## src/rtl/mem_wb_stage_pkg.sv

```systemverilog
`default_nettype none
// +----------------------------------------------------------------------------+
// | memwb_pkg                                                                  |
// | Shared encodings, FSM state type and offset helpers for mem_wb_stage.      |
// | Rev 1.0                                                                    |
// +----------------------------------------------------------------------------+
package memwb_pkg;

  localparam logic [1:0] C_WB_ALU  = 2'b00;
  localparam logic [1:0] C_WB_LOAD = 2'b01;
  localparam logic [1:0] C_WB_PC4  = 2'b10;
  localparam logic [1:0] C_WB_PCT  = 2'b11;

  // funct3[1:0] carries the access size; funct3[2] selects zero-extension
  localparam logic [1:0] C_SIZE_B = 2'b00;
  localparam logic [1:0] C_SIZE_H = 2'b01;
  localparam logic [1:0] C_SIZE_W = 2'b10;

  typedef enum logic [1:0] {
    ST_IDLE   = 2'd0,
    ST_ACCESS = 2'd1,
    ST_DRAIN  = 2'd2
  } mem_state_e;

  function automatic logic is_misaligned(input logic [1:0] size, input logic [1:0] off);
    case (size)
      C_SIZE_H: return off[0];
      C_SIZE_W: return off != 2'b00;
      default:  return 1'b0;
    endcase
  endfunction

  function automatic logic [1:0] eff_offset(input logic [1:0] size, input logic [1:0] off);
    case (size)
      C_SIZE_B: return off;
      C_SIZE_H: return {off[1], 1'b0};
      default:  return 2'b00;
    endcase
  endfunction

endpackage
`default_nettype wire

```

## src/rtl/mem_wb_stage_if.sv

```systemverilog
`default_nettype none
// +----------------------------------------------------------------------------+
// | mem_wb_stage_if                                                            |
// | EX-side, data-memory and writeback signals of the MEM/WB stage.            |
// | exc_misalign exists only when MEMWB_MISALIGN_EN is defined.                |
// | Rev 1.0                                                                    |
// +----------------------------------------------------------------------------+
interface mem_wb_stage_if #(
  parameter int XLEN   = 32,
  parameter int ADDR_W = 8,
  parameter int RA_W   = 5
);
  logic              ex_valid;
  logic              ex_ready;
  logic [XLEN-1:0]   ex_alu_result;
  logic [XLEN-1:0]   ex_store_data;
  logic [2:0]        ex_funct3;
  logic [RA_W-1:0]   ex_rd;
  logic              ex_memread;
  logic              ex_memwrite;
  logic              ex_regwrite;
  logic [1:0]        ex_wb_sel;
  logic [XLEN-1:0]   ex_pc_plus4;
  logic [XLEN-1:0]   ex_pc_target;
  logic              flush;
  logic              mem_req;
  logic              mem_we;
  logic [ADDR_W-3:0] mem_addr;
  logic [XLEN-1:0]   mem_wdata;
  logic [XLEN/8-1:0] mem_be;
  logic [XLEN-1:0]   mem_rdata;
  logic              mem_ack;
  logic              wb_valid;
  logic              wb_regwrite;
  logic [RA_W-1:0]   wb_rd;
  logic [XLEN-1:0]   wb_data;
`ifdef MEMWB_MISALIGN_EN
  logic              exc_misalign;
`endif

  modport slave (
    input  ex_valid, ex_alu_result, ex_store_data, ex_funct3, ex_rd,
           ex_memread, ex_memwrite, ex_regwrite, ex_wb_sel, ex_pc_plus4,
           ex_pc_target, flush, mem_rdata, mem_ack,
    output ex_ready, mem_req, mem_we, mem_addr, mem_wdata, mem_be,
           wb_valid, wb_regwrite, wb_rd, wb_data
`ifdef MEMWB_MISALIGN_EN
    , output exc_misalign
`endif
  );

  modport master (
    output ex_valid, ex_alu_result, ex_store_data, ex_funct3, ex_rd,
           ex_memread, ex_memwrite, ex_regwrite, ex_wb_sel, ex_pc_plus4,
           ex_pc_target, flush, mem_rdata, mem_ack,
    input  ex_ready, mem_req, mem_we, mem_addr, mem_wdata, mem_be,
           wb_valid, wb_regwrite, wb_rd, wb_data
`ifdef MEMWB_MISALIGN_EN
    , input exc_misalign
`endif
  );

endinterface
`default_nettype wire

```

## src/rtl/mem_wb_stage_mem_access_fsm.sv

```systemverilog
`default_nettype none
// +----------------------------------------------------------------------------+
// | mem_access_fsm                                                             |
// | Tracks the data-memory access of the EX/MEM slot: request, retire, ready.  |
// | Rev 1.0                                                                    |
// +----------------------------------------------------------------------------+
module mem_access_fsm
  import memwb_pkg::*;
(
  input  logic clk,
  input  logic rst,
  input  logic ex_valid_i,
  input  logic cap_mem_i,
  input  logic exm_valid_i,
  input  logic flush_i,
  input  logic mem_ack_i,
  output logic mem_req_o,
  output logic retire_o,
  output logic ready_o,
  output logic capture_o,
  output logic discard_o
);

  mem_state_e state_q;
  logic       mem_req_q;
  logic       w_start;

  // Outside IDLE the slot always holds the op whose access is outstanding
  assign retire_o  = (state_q == ST_IDLE) ? exm_valid_i : mem_ack_i;
  assign ready_o   = rst && (!exm_valid_i || retire_o);
  assign capture_o = ex_valid_i && ready_o;
  assign discard_o = flush_i || (state_q == ST_DRAIN);
  assign w_start   = capture_o && cap_mem_i;
  assign mem_req_o = mem_req_q;

  // A draining access may complete in the same edge a new load/store is
  // captured, so DRAIN can hand straight over to ACCESS.
  always_ff @(posedge clk) begin
    if (!rst) begin
      state_q   <= ST_IDLE;
      mem_req_q <= 1'b0;
    end else begin
      case (state_q)
        ST_IDLE: begin
          if (w_start) begin
            state_q   <= ST_ACCESS;
            mem_req_q <= 1'b1;
          end
        end
        ST_ACCESS: begin
          if (mem_ack_i) begin
            state_q   <= w_start ? ST_ACCESS : ST_IDLE;
            mem_req_q <= w_start;
          end else if (flush_i) begin
            state_q   <= ST_DRAIN;
          end
        end
        ST_DRAIN: begin
          if (mem_ack_i) begin
            state_q   <= w_start ? ST_ACCESS : ST_IDLE;
            mem_req_q <= w_start;
          end
        end
        default: begin
          state_q   <= ST_IDLE;
          mem_req_q <= 1'b0;
        end
      endcase
    end
  end

endmodule
`default_nettype wire

```

## src/rtl/mem_wb_stage.sv

```systemverilog
`default_nettype none
// +----------------------------------------------------------------------------+
// | mem_wb_stage                                                               |
// | EX/MEM register, variable-latency data-memory access, load/store lane      |
// | handling and MEM/WB register. Option: MEMWB_MISALIGN_EN (misalign trap).   |
// | Rev 1.0                                                                    |
// +----------------------------------------------------------------------------+
module mem_wb_stage
  import memwb_pkg::*;
#(
  parameter int XLEN   = 32,
  parameter int ADDR_W = 8,
  parameter int RA_W   = 5
) (
  input  logic           clk,
  input  logic           rst,
  mem_wb_stage_if.slave  bus
);

  localparam int BE_W = XLEN / 8;

  logic            exm_valid_q, exm_valid_d;
  logic [XLEN-1:0] exm_alu_q, exm_sdata_q, exm_pc4_q, exm_pct_q;
  logic [2:0]      exm_f3_q;
  logic [RA_W-1:0] exm_rd_q;
  logic            exm_mr_q, exm_mw_q, exm_rw_q;
  logic [1:0]      exm_wbsel_q;

  logic            wb_valid_q, wb_regwrite_q;
  logic [RA_W-1:0] wb_rd_q;
  logic [XLEN-1:0] wb_data_q;

  logic            w_mem_req, w_retire, w_ready, w_capture, w_discard, w_keep;
  logic            w_cap_mem, w_exc;
  logic [1:0]      w_eoff;
  logic [BE_W-1:0] w_be;
  logic [XLEN-1:0] w_wdata, w_shift, w_load, w_wb_data;

`ifdef MEMWB_MISALIGN_EN
  logic            exm_misal_q, exc_q, w_ex_misal;
  assign w_ex_misal = (bus.ex_memread || bus.ex_memwrite)
                      && is_misaligned(bus.ex_funct3[1:0], bus.ex_alu_result[1:0]);
  assign w_cap_mem  = (bus.ex_memread || bus.ex_memwrite) && !w_ex_misal;
  assign w_exc      = exm_misal_q;
  assign bus.exc_misalign = exc_q;
`else
  assign w_cap_mem  = bus.ex_memread || bus.ex_memwrite;
  assign w_exc      = 1'b0;
`endif

  mem_access_fsm u_fsm (
    .clk        (clk),
    .rst        (rst),
    .ex_valid_i (bus.ex_valid),
    .cap_mem_i  (w_cap_mem),
    .exm_valid_i(exm_valid_q),
    .flush_i    (bus.flush),
    .mem_ack_i  (bus.mem_ack),
    .mem_req_o  (w_mem_req),
    .retire_o   (w_retire),
    .ready_o    (w_ready),
    .capture_o  (w_capture),
    .discard_o  (w_discard)
  );

  assign exm_valid_d = w_capture ? 1'b1 : (w_retire ? 1'b0 : exm_valid_q);

  always_ff @(posedge clk) begin
    if (!rst) begin
      exm_valid_q <= 1'b0;
      exm_alu_q   <= '0;
      exm_sdata_q <= '0;
      exm_pc4_q   <= '0;
      exm_pct_q   <= '0;
      exm_f3_q    <= '0;
      exm_rd_q    <= '0;
      exm_mr_q    <= 1'b0;
      exm_mw_q    <= 1'b0;
      exm_rw_q    <= 1'b0;
      exm_wbsel_q <= '0;
`ifdef MEMWB_MISALIGN_EN
      exm_misal_q <= 1'b0;
`endif
    end else begin
      exm_valid_q <= exm_valid_d;
      if (w_capture) begin
        exm_alu_q   <= bus.ex_alu_result;
        exm_sdata_q <= bus.ex_store_data;
        exm_pc4_q   <= bus.ex_pc_plus4;
        exm_pct_q   <= bus.ex_pc_target;
        exm_f3_q    <= bus.ex_funct3;
        exm_rd_q    <= bus.ex_rd;
        exm_mr_q    <= bus.ex_memread;
        exm_mw_q    <= bus.ex_memwrite;
        exm_rw_q    <= bus.ex_regwrite;
        exm_wbsel_q <= bus.ex_wb_sel;
`ifdef MEMWB_MISALIGN_EN
        exm_misal_q <= w_ex_misal;
`endif
      end
    end
  end

  // Sub-word offsets are rounded down so halfwords/words never straddle lanes
  assign w_eoff = eff_offset(exm_f3_q[1:0], exm_alu_q[1:0]);

  always_comb begin
    w_be    = '1;
    w_wdata = exm_sdata_q;
    case (exm_f3_q[1:0])
      C_SIZE_B: begin
        w_be    = BE_W'(1) << w_eoff;
        w_wdata = {BE_W{exm_sdata_q[7:0]}};
      end
      C_SIZE_H: begin
        w_be    = BE_W'(3) << w_eoff;
        w_wdata = {(XLEN/16){exm_sdata_q[15:0]}};
      end
      default: ;
    endcase
  end

  assign bus.mem_req   = w_mem_req;
  assign bus.mem_we    = w_mem_req && exm_mw_q;
  assign bus.mem_addr  = w_mem_req ? exm_alu_q[ADDR_W-1:2] : '0;
  assign bus.mem_wdata = w_mem_req ? w_wdata : '0;
  assign bus.mem_be    = w_mem_req ? w_be : '0;

  assign w_shift = bus.mem_rdata >> {w_eoff, 3'b000};

  always_comb begin
    w_load = w_shift;
    case (exm_f3_q)
      3'b000: w_load = {{(XLEN-8){w_shift[7]}}, w_shift[7:0]};
      3'b001: w_load = {{(XLEN-16){w_shift[15]}}, w_shift[15:0]};
      3'b100: w_load = {{(XLEN-8){1'b0}}, w_shift[7:0]};
      3'b101: w_load = {{(XLEN-16){1'b0}}, w_shift[15:0]};
      default: ;
    endcase
  end

  always_comb begin
    w_wb_data = exm_alu_q;
    case (exm_wbsel_q)
      C_WB_LOAD: w_wb_data = w_load;
      C_WB_PC4:  w_wb_data = exm_pc4_q;
      C_WB_PCT:  w_wb_data = exm_pct_q;
      default:   ;
    endcase
  end

  assign w_keep = w_retire && !w_discard;

  always_ff @(posedge clk) begin
    if (!rst) begin
      wb_valid_q    <= 1'b0;
      wb_regwrite_q <= 1'b0;
      wb_rd_q       <= '0;
      wb_data_q     <= '0;
`ifdef MEMWB_MISALIGN_EN
      exc_q         <= 1'b0;
`endif
    end else begin
      wb_valid_q    <= w_keep;
      wb_regwrite_q <= w_keep && exm_rw_q && !w_exc;
`ifdef MEMWB_MISALIGN_EN
      exc_q         <= w_keep && w_exc;
`endif
      if (w_retire) begin
        wb_rd_q   <= exm_rd_q;
        wb_data_q <= w_wb_data;
      end
    end
  end

  assign bus.ex_ready    = w_ready;
  assign bus.wb_valid    = wb_valid_q;
  assign bus.wb_regwrite = wb_regwrite_q;
  assign bus.wb_rd       = wb_rd_q;
  assign bus.wb_data     = wb_data_q;

endmodule
`default_nettype wire

```

## src/flat_wrapper.sv

```systemverilog
// flat-port wrapper written by rule: the top's interface ports become plain ports
module mem_wb_stage_flat import memwb_pkg::*;
#(
  parameter int XLEN   = 32,
  parameter int ADDR_W = 8,
  parameter int RA_W   = 5
)
  (clk, rst, bus_ex_valid, bus_ex_alu_result, bus_ex_store_data, bus_ex_funct3, bus_ex_rd, bus_ex_memread, bus_ex_memwrite, bus_ex_regwrite, bus_ex_wb_sel, bus_ex_pc_plus4, bus_ex_pc_target, bus_flush, bus_mem_rdata, bus_mem_ack, bus_ex_ready, bus_mem_req, bus_mem_we, bus_mem_addr, bus_mem_wdata, bus_mem_be, bus_wb_valid, bus_wb_regwrite, bus_wb_rd, bus_wb_data);
  mem_wb_stage_if #(.XLEN(XLEN), .ADDR_W(ADDR_W), .RA_W(RA_W)) bus_i ();
  input  logic clk;
  input  logic rst;
  input wire logic [$bits(bus_i.ex_valid)-1:0] bus_ex_valid;
  input wire logic [$bits(bus_i.ex_alu_result)-1:0] bus_ex_alu_result;
  input wire logic [$bits(bus_i.ex_store_data)-1:0] bus_ex_store_data;
  input wire logic [$bits(bus_i.ex_funct3)-1:0] bus_ex_funct3;
  input wire logic [$bits(bus_i.ex_rd)-1:0] bus_ex_rd;
  input wire logic [$bits(bus_i.ex_memread)-1:0] bus_ex_memread;
  input wire logic [$bits(bus_i.ex_memwrite)-1:0] bus_ex_memwrite;
  input wire logic [$bits(bus_i.ex_regwrite)-1:0] bus_ex_regwrite;
  input wire logic [$bits(bus_i.ex_wb_sel)-1:0] bus_ex_wb_sel;
  input wire logic [$bits(bus_i.ex_pc_plus4)-1:0] bus_ex_pc_plus4;
  input wire logic [$bits(bus_i.ex_pc_target)-1:0] bus_ex_pc_target;
  input wire logic [$bits(bus_i.flush)-1:0] bus_flush;
  input wire logic [$bits(bus_i.mem_rdata)-1:0] bus_mem_rdata;
  input wire logic [$bits(bus_i.mem_ack)-1:0] bus_mem_ack;
  output wire logic [$bits(bus_i.ex_ready)-1:0] bus_ex_ready;
  output wire logic [$bits(bus_i.mem_req)-1:0] bus_mem_req;
  output wire logic [$bits(bus_i.mem_we)-1:0] bus_mem_we;
  output wire logic [$bits(bus_i.mem_addr)-1:0] bus_mem_addr;
  output wire logic [$bits(bus_i.mem_wdata)-1:0] bus_mem_wdata;
  output wire logic [$bits(bus_i.mem_be)-1:0] bus_mem_be;
  output wire logic [$bits(bus_i.wb_valid)-1:0] bus_wb_valid;
  output wire logic [$bits(bus_i.wb_regwrite)-1:0] bus_wb_regwrite;
  output wire logic [$bits(bus_i.wb_rd)-1:0] bus_wb_rd;
  output wire logic [$bits(bus_i.wb_data)-1:0] bus_wb_data;
  assign bus_i.ex_valid = bus_ex_valid;
  assign bus_i.ex_alu_result = bus_ex_alu_result;
  assign bus_i.ex_store_data = bus_ex_store_data;
  assign bus_i.ex_funct3 = bus_ex_funct3;
  assign bus_i.ex_rd = bus_ex_rd;
  assign bus_i.ex_memread = bus_ex_memread;
  assign bus_i.ex_memwrite = bus_ex_memwrite;
  assign bus_i.ex_regwrite = bus_ex_regwrite;
  assign bus_i.ex_wb_sel = bus_ex_wb_sel;
  assign bus_i.ex_pc_plus4 = bus_ex_pc_plus4;
  assign bus_i.ex_pc_target = bus_ex_pc_target;
  assign bus_i.flush = bus_flush;
  assign bus_i.mem_rdata = bus_mem_rdata;
  assign bus_i.mem_ack = bus_mem_ack;
  assign bus_ex_ready = bus_i.ex_ready;
  assign bus_mem_req = bus_i.mem_req;
  assign bus_mem_we = bus_i.mem_we;
  assign bus_mem_addr = bus_i.mem_addr;
  assign bus_mem_wdata = bus_i.mem_wdata;
  assign bus_mem_be = bus_i.mem_be;
  assign bus_wb_valid = bus_i.wb_valid;
  assign bus_wb_regwrite = bus_i.wb_regwrite;
  assign bus_wb_rd = bus_i.wb_rd;
  assign bus_wb_data = bus_i.wb_data;
  mem_wb_stage #(.XLEN(XLEN), .ADDR_W(ADDR_W), .RA_W(RA_W)) u_core (.clk(clk), .rst(rst), .bus(bus_i));
endmodule
```

## config.mk

```make
export PLATFORM = sky130hd
export DESIGN_NAME = mem_wb_stage_flat
export DESIGN_NICKNAME = d
export VERILOG_FILES = /design/src/rtl/mem_wb_stage_pkg.sv /design/src/rtl/mem_wb_stage_if.sv /design/src/rtl/mem_wb_stage_mem_access_fsm.sv /design/src/rtl/mem_wb_stage.sv /design/src/flat_wrapper.sv
export SDC_FILE = /design/constraint.sdc
export NUM_CORES = 1
export LEC_CHECK = 0
export CAP_MARGIN = 10
export CORE_UTILIZATION = 47
export CTS_CLUSTER_SIZE = 25
export DETAILED_ROUTE_END_ITERATION = 8
export GPL_ROUTABILITY_DRIVEN = 0
export PLACE_DENSITY = 0.78
export SLEW_MARGIN = 30
export SYNTH_ARGS = -nofsm -noshare
export SYNTH_HDL_FRONTEND = slang
export SYNTH_SLANG_ARGS = --single-unit
```

## constraint.sdc

```tcl
create_clock -name clk -period 2.3 [get_ports clk]
set_input_delay 0.23 -clock clk [delete_from_list [all_inputs] [get_ports clk]]
set_output_delay 0.23 -clock clk [all_outputs]
set_load 0.01 [all_outputs]
```

== Word-level counts from Yosys, hierarchy flattened ==
Index checks and enable logic that the tools add are counted.
Operators by class
  $add $sub $neg: 0
  multiply operators: 0
  divide/modulo/power cells: 0
  order comparisons: 0
  eq/ne operators: 13
  shifts and indexed selects: 3
  multiplexer cells: 20
  bitwise logic cells: 0
  reduce and logical (&&, ||, !) cells: 18
Operators with widths (count)
  one-hot mux 32 bit (4 select lines): 1
  one-hot mux 32 bit (3 select lines): 1
  one-hot mux 32 bit (2 select lines): 1
  2-to-1 mux 32 bit: 1
  >> shifter 32 x 5 -> 32 bit: 1
  2-to-1 mux 2 bit: 4
  one-hot mux 4 bit (2 select lines): 1
  == test 2 x 1 -> 1 bit, second input constant: 3
  == test 2 bit, second input constant: 3
  == test 3 bit, second input constant: 2
  logical AND 1 bit: 6
  2-to-1 mux 1 bit: 6
  2-to-1 mux 6 bit: 1
  one-hot mux 2 bit (3 select lines): 1
  logical NOT 2 bit: 2
  2-to-1 mux 4 bit: 1
  != test 2 bit, second input constant: 2
  one-hot mux 2 bit (2 select lines): 1
  << shifter 1 x 2 -> 4 bit, first input constant: 1
  << shifter 2 x 2 -> 4 bit, first input constant: 1
  == test 3 x 1 -> 1 bit, second input constant: 1
  logical NOT 3 bit: 1
  logical OR 1 bit: 3
  != test 3 bit, second input constant: 1
  7 further kinds: 8
Storage, ports and cells
  flip-flop bits (word level): 183
  latch bits: 0
  bits in writable memories: 0
  ROM bits: 0
  input port bits: 178
  output and inout bits: 84
  logic and storage cells: 70
  memories: 0

== Logic depth before layout (Yosys ltp) ==
Gate-level depths: netlist of run 1.
  depth after elaboration: 9
  gate-level depth with buffers: 12
  depth with buffers taken out: 7

== By module ==
A second synthesis of run 1 with hierarchy kept.
Second synthesis, totals
  cells, all modules: 913
  area total of the unflattened synthesis: 8922.3 um^2
Modules (own cells, without submodules)
  mem_wb_stage: instances 1, cells an instance 880, area each 8642.0 um^2, sequential area each 3603.5 um^2
  mem_access_fsm: instances 1, cells an instance 33, area each 280.3 um^2, sequential area each 60.1 um^2

== Least setup slack after synthesis of run 1 ==
Ideal clock, no wire load.
  kind: flip-flop to flip-flop
  start: register u_core.u_fsm.state_q[0]
  end: register u_core.exm_sdata_q[22]
  library setup time: 131 ps
  data arrival time: 1878 ps
  data required time: 2169 ps
  path slack: 291 ps
  cell stages (with the launch flop): 13
  buffers on the path: 5
  clock period less this slack: 2009 ps
  path through: dfxtp_1 inv_1 ha_1 buf_6 nor3b_2 nor2_1 and2_1 buf_2 buf_6 buf_6 buf_6 nand2_1 o21ai_0
On the way
  cells in the longest elaborated chain, start to end: 5
RTL lines
  start: declaration: line mem_wb_stage_mem_access_fsm.sv:24  | mem_state_e state_q;
  start signal: assignment: line mem_wb_stage_mem_access_fsm.sv:52  | state_q <= w_start ? ST_ACCESS : ST_IDLE;
  start signal: assignment: line mem_wb_stage_mem_access_fsm.sv:60  | state_q <= w_start ? ST_ACCESS : ST_IDLE;
  logical NOT 2 bit: line mem_wb_stage_mem_access_fsm.sv:29  | assign retire_o = (state_q == ST_IDLE) ? exm_valid_i : mem_ack_i;
  2-to-1 mux 1 bit: line mem_wb_stage_mem_access_fsm.sv:29
  logical OR 1 bit: line mem_wb_stage_mem_access_fsm.sv:30  | assign ready_o = rst && (!exm_valid_i || retire_o);
  logical AND 1 bit: line mem_wb_stage_mem_access_fsm.sv:30
  named net bus_ex_ready: line flat_wrapper.sv:26  | output wire logic [$bits(bus_i.ex_ready)-1:0] bus_ex_ready;
  logical AND 1 bit: line mem_wb_stage_mem_access_fsm.sv:31  | assign capture_o = ex_valid_i && ready_o;
  end signal: assignment: line mem_wb_stage.sv:88  | exm_sdata_q <= bus.ex_store_data;
  end: declaration: line mem_wb_stage.sv:23  | logic [XLEN-1:0] exm_alu_q, exm_sdata_q, exm_pc4_q, exm_pct_q;
The timed path passes the listed nets, and every way through them passes these cells.
A chain may end at the register's enable or synchronous reset.

== Worst setup path in the final report of run 1 ==
  start: register u_core.exm_f3_q[1]
  end: output port bus_mem_wdata[27]
On the way
  cells in the longest elaborated chain, start to end: 3
  elaborated cells between the ends (all ways): 4
  those cells by class: eq/ne (1); mux (2); reduce/logical (1)
RTL lines
  start: declaration: line mem_wb_stage.sv:24  | logic [2:0] exm_f3_q;
  start signal: assignment: line mem_wb_stage.sv:91  | exm_f3_q <= bus.ex_funct3;
  == test 2 x 1 -> 1 bit / logical NOT 2 bit (equally long branches): line mem_wb_stage.sv:110  | case (exm_f3_q[1:0])
  one-hot mux 32 bit (2 select lines) (*): line mem_wb_stage.sv:110
  2-to-1 mux 32 bit (*): line mem_wb_stage.sv:126  | assign bus.mem_wdata = w_mem_req ? w_wdata : '0;
  end: declaration: line flat_wrapper.sv:30  | output wire logic [$bits(bus_i.mem_wdata)-1:0] bus_mem_wdata;
Mark *: on every way between the ends. The rest lies on a longest branch, timed or not.

==> results.txt, run 1 <==
* Outcome: complete, no violations
* IR drop worst, VDD: approximately 560 uV
- Yosys attributes the largest share of cell area to dfxtp_1, nand2_1, o21ai_0.
- Summed over all layers, the routed wires come to 26.7 mm.
* Hold violation total from the final report: 0
* Hold/Removal Path Class: input pin to register
* Number of cell rows: 49
* CTS clk-pin slew, worst paths: 0.07 ns
- Data arrival time of the critical path: 1.98 ns
- GRT overflow: 0
- Total number of nets in the final design: ~1,500
- Number of setup buffers added after CTS: 0
- Longest Clk Path Bufs: 2
* Final cell count without fillers: roughly 1,600
- Total power per unit cell area: ~760 mW/mm2
- STA classifies the critical path endpoint as an output pin.
* Minimum clock period: between 2 and 2.5 ns
- Setup repair after global routing left no endpoint under its margin.
* Die Ht: 137 um
* IO Count: 262
- The floorplan step set the die width to 137 um.
- After synthesis, the largest area contributor takes up a little over two fifths of total cell area.
* Peak clock frequency supported by timing: around 450 MHz
* Floorplan Core Area: ~0.018 mm2
* Prevailing post-synth register cell: dfxtp_1
- The critical path in this run is classified as register to output pin.
- By area, the combinational part of the netlist is dominated by simple AND/OR/NAND/NOR gates.
- Summed over all cells, the static leakage comes to approximately 4.3 nW.
* Slew margin rel.: ~42%
* Insertion delay to the later sink of the worst-skew pair: 0.43 ns
- For this design, the CTS-stage hold fixing added 0 buffers.
- Clock Skews: 0.00828 ns
* Initial antenna violation count: 0
- The initial utilization of the core area, before any placement, comes to between 40% and 50%.
- Clock tree from TritonCTS: yes
- H-tree levels: 4
- Sequential fraction of the synthesis area: 42.6%
- Of all nets on the critical path, the largest fanout is 25.
* IO Port Bufs: 261
- Number of clock sinks seen by CTS: ~180
* GRT Util Overall: around 28%
- Summing the areas of all compound-gate instances in the mapped netlist gives 21.2% of the synthesized area.
- Of the cells placed in the final design, the portion with a size suffix greater than 1 is between 7 and 8%.
* Number of nets with antenna violations after routing: 0
- Number of flops mapped to enable cells by yosys: 0
- After synthesis, the share of cell area in mux cells is under 10%.
* Arithmetic-cell share of the synthesized area counting full adders, half adders and majority gates: less than 1%
* Most common cell after layout, fill and taps aside: nand2_1
- HPWL after detailed placement: around 19 mm
* Final setup violation count: 0
- Number of slew-limit violations in the final report: 0
* Synthesized Nets: between 1,000 and 1,500
- Entering global routing, the biggest net connects around 150 pins.
- After technology mapping, the gate count stands at between 1,000 and 1,500.
* Relative area change from synthesis to final layout: 38.7%
* Part of the cycle the worst path needs: a little over nine tenths
* Violation count after the first detailed-route iteration: around 610
* Syn. warnings: 0
- Async set-reset flop share out of synthesis: 0%
* Xor and xnor fraction of the mapped netlist area: 0%
- Number of synthesized register bits: around 180
- The repair_antennas step left the layout with diodes totalling 0.
- Area of the mapped netlist: approximately 0.0086 mm2
- The die covers between 0.015 and 0.02 mm2.
- Number of global-route vias before repair: between 7,000 and 8,000
- First-pass GRT wire length: approximately 40 mm
- Number of buffers created by CTS: 17
* Synth Area per Inst: 7.82 um2
* Commonest cells after routing, fill and taps aside: nand2_1, clkdlybuf4s50_1, dfxtp_1
- The routed layout has 8,488 vias.
- Of all cell types, the one taking the most synthesized area is dfxtp_1.
- Avg WL per Cell: around 17 um
* Vias per Instance: approximately 5.5
* Post-detailed-route DRC marker count: 0
- Of the total synthesized cell area, the portion taken by AND, OR, NAND and NOR gates is between 20% and 30%.
- Including well taps, the total number of placed cells is around 1,500.
- Type of element launching the critical path: register
* Setup Total Neg Slack: 0 ns
* CTS root buf: clkbuf_16
* Unique masters post-synth: 48
- Number of maximum-capacitance violations: 0
- For the worst setup path, the data required time is approximately 2.1 ns.
* Least-Margin Pin Slew: about 0.87 ns
- Total iterations of the first detailed-routing run: 5
==> final timing paths <==
kind / from / to / slack (ns) / cells after the start
worst max-delay path: u_core.exm_f3_q[1] / bus_mem_wdata[27] / 0.09 / 5
worst min-delay path: rst / u_core.exm_valid_q / 0.17 / 3
worst max register to register: u_core.u_fsm.state_q[0] / u_core.bus.wb_data[16] / 0.19 / 9
worst min register to register: u_core.exm_pc4_q[12] / u_core.exm_pc4_q[12] / 0.45 / 2
==> worst max-delay path: stages (launching register included) <==
cell,delay (ns)
dfxtp_2,0.41
buf_6,0.26
nand2_1,0.10
o21ai_0,0.07
and2_1,0.14
clkdlybuf4s50_1,0.56
==> Yosys cell counts (4+ instances only) <==
cell / instances
a21boi_0: 8
nor2_1: 42
mux2_2: 14
o21ai_1: 23
nand2_1: 336
nor4_1: 4
mux2i_1: 31
o21ai_0: 142
clkbuf_1: 50
buf_1: 5
a2bb2oi_1: 9
dfxtp_1: 183
ha_1: 4
a211oi_1: 15
a311oi_1: 9
buf_2: 20
a221oi_1: 21
a21oi_1: 56
and2_1: 25
buf_6: 16
o211ai_1: 7
mux4_2: 8
nor2b_1: 20
inv_1: 14
==> power by group <==
group | switching (mW) | internal [mW] | total, mW | leakage, nW
Sequential | 0.245 | 3.51 | 3.76 | 1.51
Clock | 1.33 | 1.52 | 2.85 | 0.265
Combinational | 1.27 | 1.16 | 2.43 | 2.57
Total | 2.85 | 6.19 | 9.04 | 4.35
==> registers in the layout, summed over array words and instances, names as in the netlist, 2 cells and up <==
signal	cells
u_core.exm_pc4_q	32
u_core.exm_f3_q	3
u_core.exm_rd_q	5
u_core.exm_sdata_q	32
u_core.exm_pct_q	32
u_core.exm_wbsel_q	2
u_core.exm_alu_q	32
u_core.bus.wb_data	32
u_core.u_fsm.state_q	2
u_core.bus.wb_rd	5
==> stage by stage <==
| step | setup slack (ns) | cell area, um2 | total power [mW] | utilization [%] | hold slack [ns] |
|---|---|---|---|---|---|
| floorplan | 0.291 | 8590 | 5.13 | - | 0.314 |
| detailed placement | 0.129 | 11300 | 6.19 | 63.0 | 0.440 |
| finish | 0.0888 | 11900 | 9.04 | 66.3 | 0.172 |
| CTS | 0.00581 | 11900 | 9.03 | 66.2 | 0.157 |
| global route | 0.0187 | 11900 | 9.44 | 66.3 | 0.174 |
| global placement | 0.194 | 11300 | 6.14 | 63.0 | 0.436 |
==> area by class of cell <==
cell class | instances | area (um2)
clock inverter | 15 | 145
fill | 1547 | 6050
clock buffer | 17 | 425
inverter | 15 | 56.3
multi-input combinational | 808 | 4410
timing repair buffer | 289 | 2920
tap | 229 | 287
sequential | 183 | 3670
==> routing by layer <==
layer  GRT usage, %  share of wire [%]
met5              0                  0
met4           10.3                2.5
met3           4.60                7.5
met2           42.2                 45
met1           39.0                 45
==> cells by family (layout without fill, tap and decap cells) <==
kind of cell,Yosys count,in the layout
simple gates,445,445
compound gates,306,306
flops,183,183
buf+inv,107,336
mux,53,53
fa+ha+maj,4,4
==> timing repair <==
action                     CTS  global route
gates resized for setup      5             7
setup endpoints to repair   10            17
pin swaps                    1             1
Note: power is estimated with default switching activity, not from simulation.
==> run 2: changes to the inputs <==
CORE_ASPECT_RATIO = 1.4   (was default)
==> results.txt, run 2 (synthesized netlist as in run 1, its figures left out) <==
- The run finished with clean final reports.
* Floorplan Core Area: 0.0179 mm2 (-0.22%)
- Leakage power figure: 4.45 nW (+2.4%)
- The number of cells on the worst reg-to-reg path came to 5 (-4).
- HPWL after detailed placement: 19.5 mm (+2.0%)
- IO Count: 262 (unchanged)
- Slew margin rel.: 45.8% (+3.8 points)
* Avg WL per Cell: 17.3 um (+0.84%)
- Internal reg-to-reg setup slack: 0.20 ns (about the same)
- Most common cell after layout, fill and taps aside: nand2_1
* Number of filler instances in the final layout: 1,542 (-0.32%)
- Type of element launching the critical path: register
* Required arrival time at the worst endpoint: 2.07 ns (about the same)
- The total length of routed wires came to 27.2 mm (+2.0%).
* Post-layout utilization of the core: 67.2% (+0.91 points)
- Seq. cell area: 0.00367 mm2 (about the same)
- The number of buffers inserted by port buffering is 261 (unchanged).
- Worst setup slack after layout: 0.0463 ns (-0.0425 ns)
- The largest stage delay on the critical path came to 0.59 ns (+0.03 ns).
* Vias per Instance: 5.34 (-2.0%)
* Timing endpoint of the critical path: bus_mem_wdata[18]
* Relative area change from synthesis to final layout: 40.3%
* CTS clk-pin slew, worst paths: 0.07 ns (about the same)
* Clock tree from TritonCTS: yes
* Hold violation total from the final report: 0 (unchanged)
- Number of clock sinks seen by CTS: 183 (unchanged)
* GRT Util Overall: 29.1% (+1.5 points)
* Violation count after the first detailed-route iteration: 587 (-4.1%)
* Startpoint of the worst register-to-register path: u_core.exm_wbsel_q[0]
- Clock Skews: 0.0114 ns (+0.00310 ns)
- The post-detailed-placement cell area came to 0.0113 mm2 (+0.32%).
- Number of nets with antenna violations after routing: 0 (unchanged)
- Peak clock frequency supported by timing: 444 MHz (-1.9%)
- The worst register-to-register path ends at u_core.bus.wb_data[19].
* Initial cell density of the core: 47.9% (+0.10 points)
- The setup slack after placement was 0.0998 ns (-0.0293 ns).
- The worst-margin pin slew came to 0.810 ns (-0.0561 ns).
- Insertion delay to the later sink of the worst-skew pair: 0.44 ns (about the same)
- Critical path peak fanout: 14 (-44%)
- Number of global-route vias before repair: 8,252 (+8.8%)
- The pin count of the biggest net entering global routing came to 153 (unchanged).
* Total iterations of the first detailed-routing run: 5 (unchanged)
- Data arrival time of the critical path: 2.02 ns (+0.04 ns)
- The number of pins exceeding their max-slew limit in the final report is 0 (unchanged).
- Worst setup path startpoint: u_core.exm_f3_q[1]
* Hold/Removal Path Class: input pin to register
- Number of cell rows: 58 (+18%)
- Initial antenna violation count: 2 (+2)
* Share of cells above drive strength 1: 8.41% (+0.50 points)
* Number of buffers created by CTS: 17 (unchanged)
* Commonest cells after routing, fill and taps aside: nand2_1, clkdlybuf4s50_1, dfxtp_1
- The worst setup path is captured at an output pin.
- The cell sitting at the root of the clock tree is a clkbuf_16.
- Total power per unit cell area: 771 mW/mm2 (+1.7%)
- The number of buffers on the longest clock path is 2 (unchanged).
- IR drop worst, VDD: 493 uV (-13%)
- For this design, the slowest cell found on the critical path is clkdlybuf4s50_1.
- The number of violations of the max-capacitance limit came to 0 (unchanged).
- The critical path goes through buf_4, mux2i_1, nor2b_1, clkdlybuf4s50_1.
- Die Ht: 162 um (+18%)
* First-pass GRT wire length: 42.0 mm (+5.1%)
- The number of remaining DRC errors came to 0 (unchanged).
- Total number of nets in the final design: 1,501 (+0.33%)
* Part of the cycle the worst path needs: 98.0% (+1.8 points)
- GRT overflow: 0 (unchanged)
- The area occupied by multi-input gates is 0.00444 mm2 (+0.60%).
* Minimum clock period: 2.25 ns (+0.0425 ns)
- Setup repair after global routing could not meet its margin everywhere.
- The final-report setup violation count is 0 (unchanged).
- The setup path with the least slack is of type register to output pin.
- The floorplan die width was 116 um (-15%).
* H-tree levels: 4 (unchanged)
- The total die area is 0.0188 mm2 (about the same).
- The final non-filler cell area is 0.0121 mm2 (+1.2%).
- The vias after detailed routing is 8,412 (-0.90%).
[run 2: per-stage QoR]
stage	hold WS, ns	instances	setup TNS, ns	total power [mW]
final	0.321	1574	0	9.29
after global routing	0.344	1574	-0.0232	9.73
after global placement	0.435	1538	0	6.14
after detailed placement	0.441	1538	0	6.19
after floorplan	0.314	1098	0	5.13
after CTS	0.308	1572	0	9.29
[run 2: how the worst min path moves through the flow]
stage | startpoint | end | slack (ns) | depth (start not counted)
final | rst | u_core.exm_valid_q | 0.32 | 4
after global routing | bus_ex_store_data[14] | u_core.exm_sdata_q[14] | 0.34 | 3
after CTS | rst | u_core.exm_valid_q | 0.31 | 4
after detailed placement | u_core.exm_pc4_q[5] | u_core.exm_pc4_q[5] | 0.44 | 2
after global placement | u_core.exm_pc4_q[12] | u_core.exm_pc4_q[12] | 0.44 | 2
after floorplan | bus_flush | u_core.bus.wb_valid | 0.31 | 1
[run 2: area by class of cell]
class / instances / share of cell area [%]
antenna: 2 / 0.0415
timing repair buffer: 294 / 24.6
multi-input combinational: 808 / 36.8
clock buffer: 19 / 3.59
clock inverter: 13 / 1.51
inverter: 15 / 0.467
sequential: 183 / 30.5
tap: 240 / 2.49
[run 2: what timing repair did]
item / in CTS / in global routing
buffers inserted: 2 / 0
endpoints found under the setup margin: 14 / 11
hold buffers: 0 / 0
gates resized for setup: 14 / 8
pin swaps: 2 / 1
[run 2: worst max-delay path, delay by kind of cell, from the launching register on]
family        cells  cell delay (ns)
mux               1             0.09
buf+inv           2             0.81
flops             1             0.45
simple gates      1             0.24
[run 2: metal layers]
layer,GRT usage (%),wire (um)
met4,15.5,1260
met1,32.7,10600
met2,49.2,13300
met5,0,0
met3,8.40,2090
[run 2: report_power, final]
| part | switching (mW) | total [mW] | internal [mW] | leakage, nW |
|---|---|---|---|---|
| logic | 1.25 | 2.44 | 1.19 | 2.64 |
| clock network | 1.34 | 3.09 | 1.75 | 0.298 |
| registers | 0.252 | 3.76 | 3.51 | 1.51 |
| total | 2.84 | 9.29 | 6.45 | 4.45 |
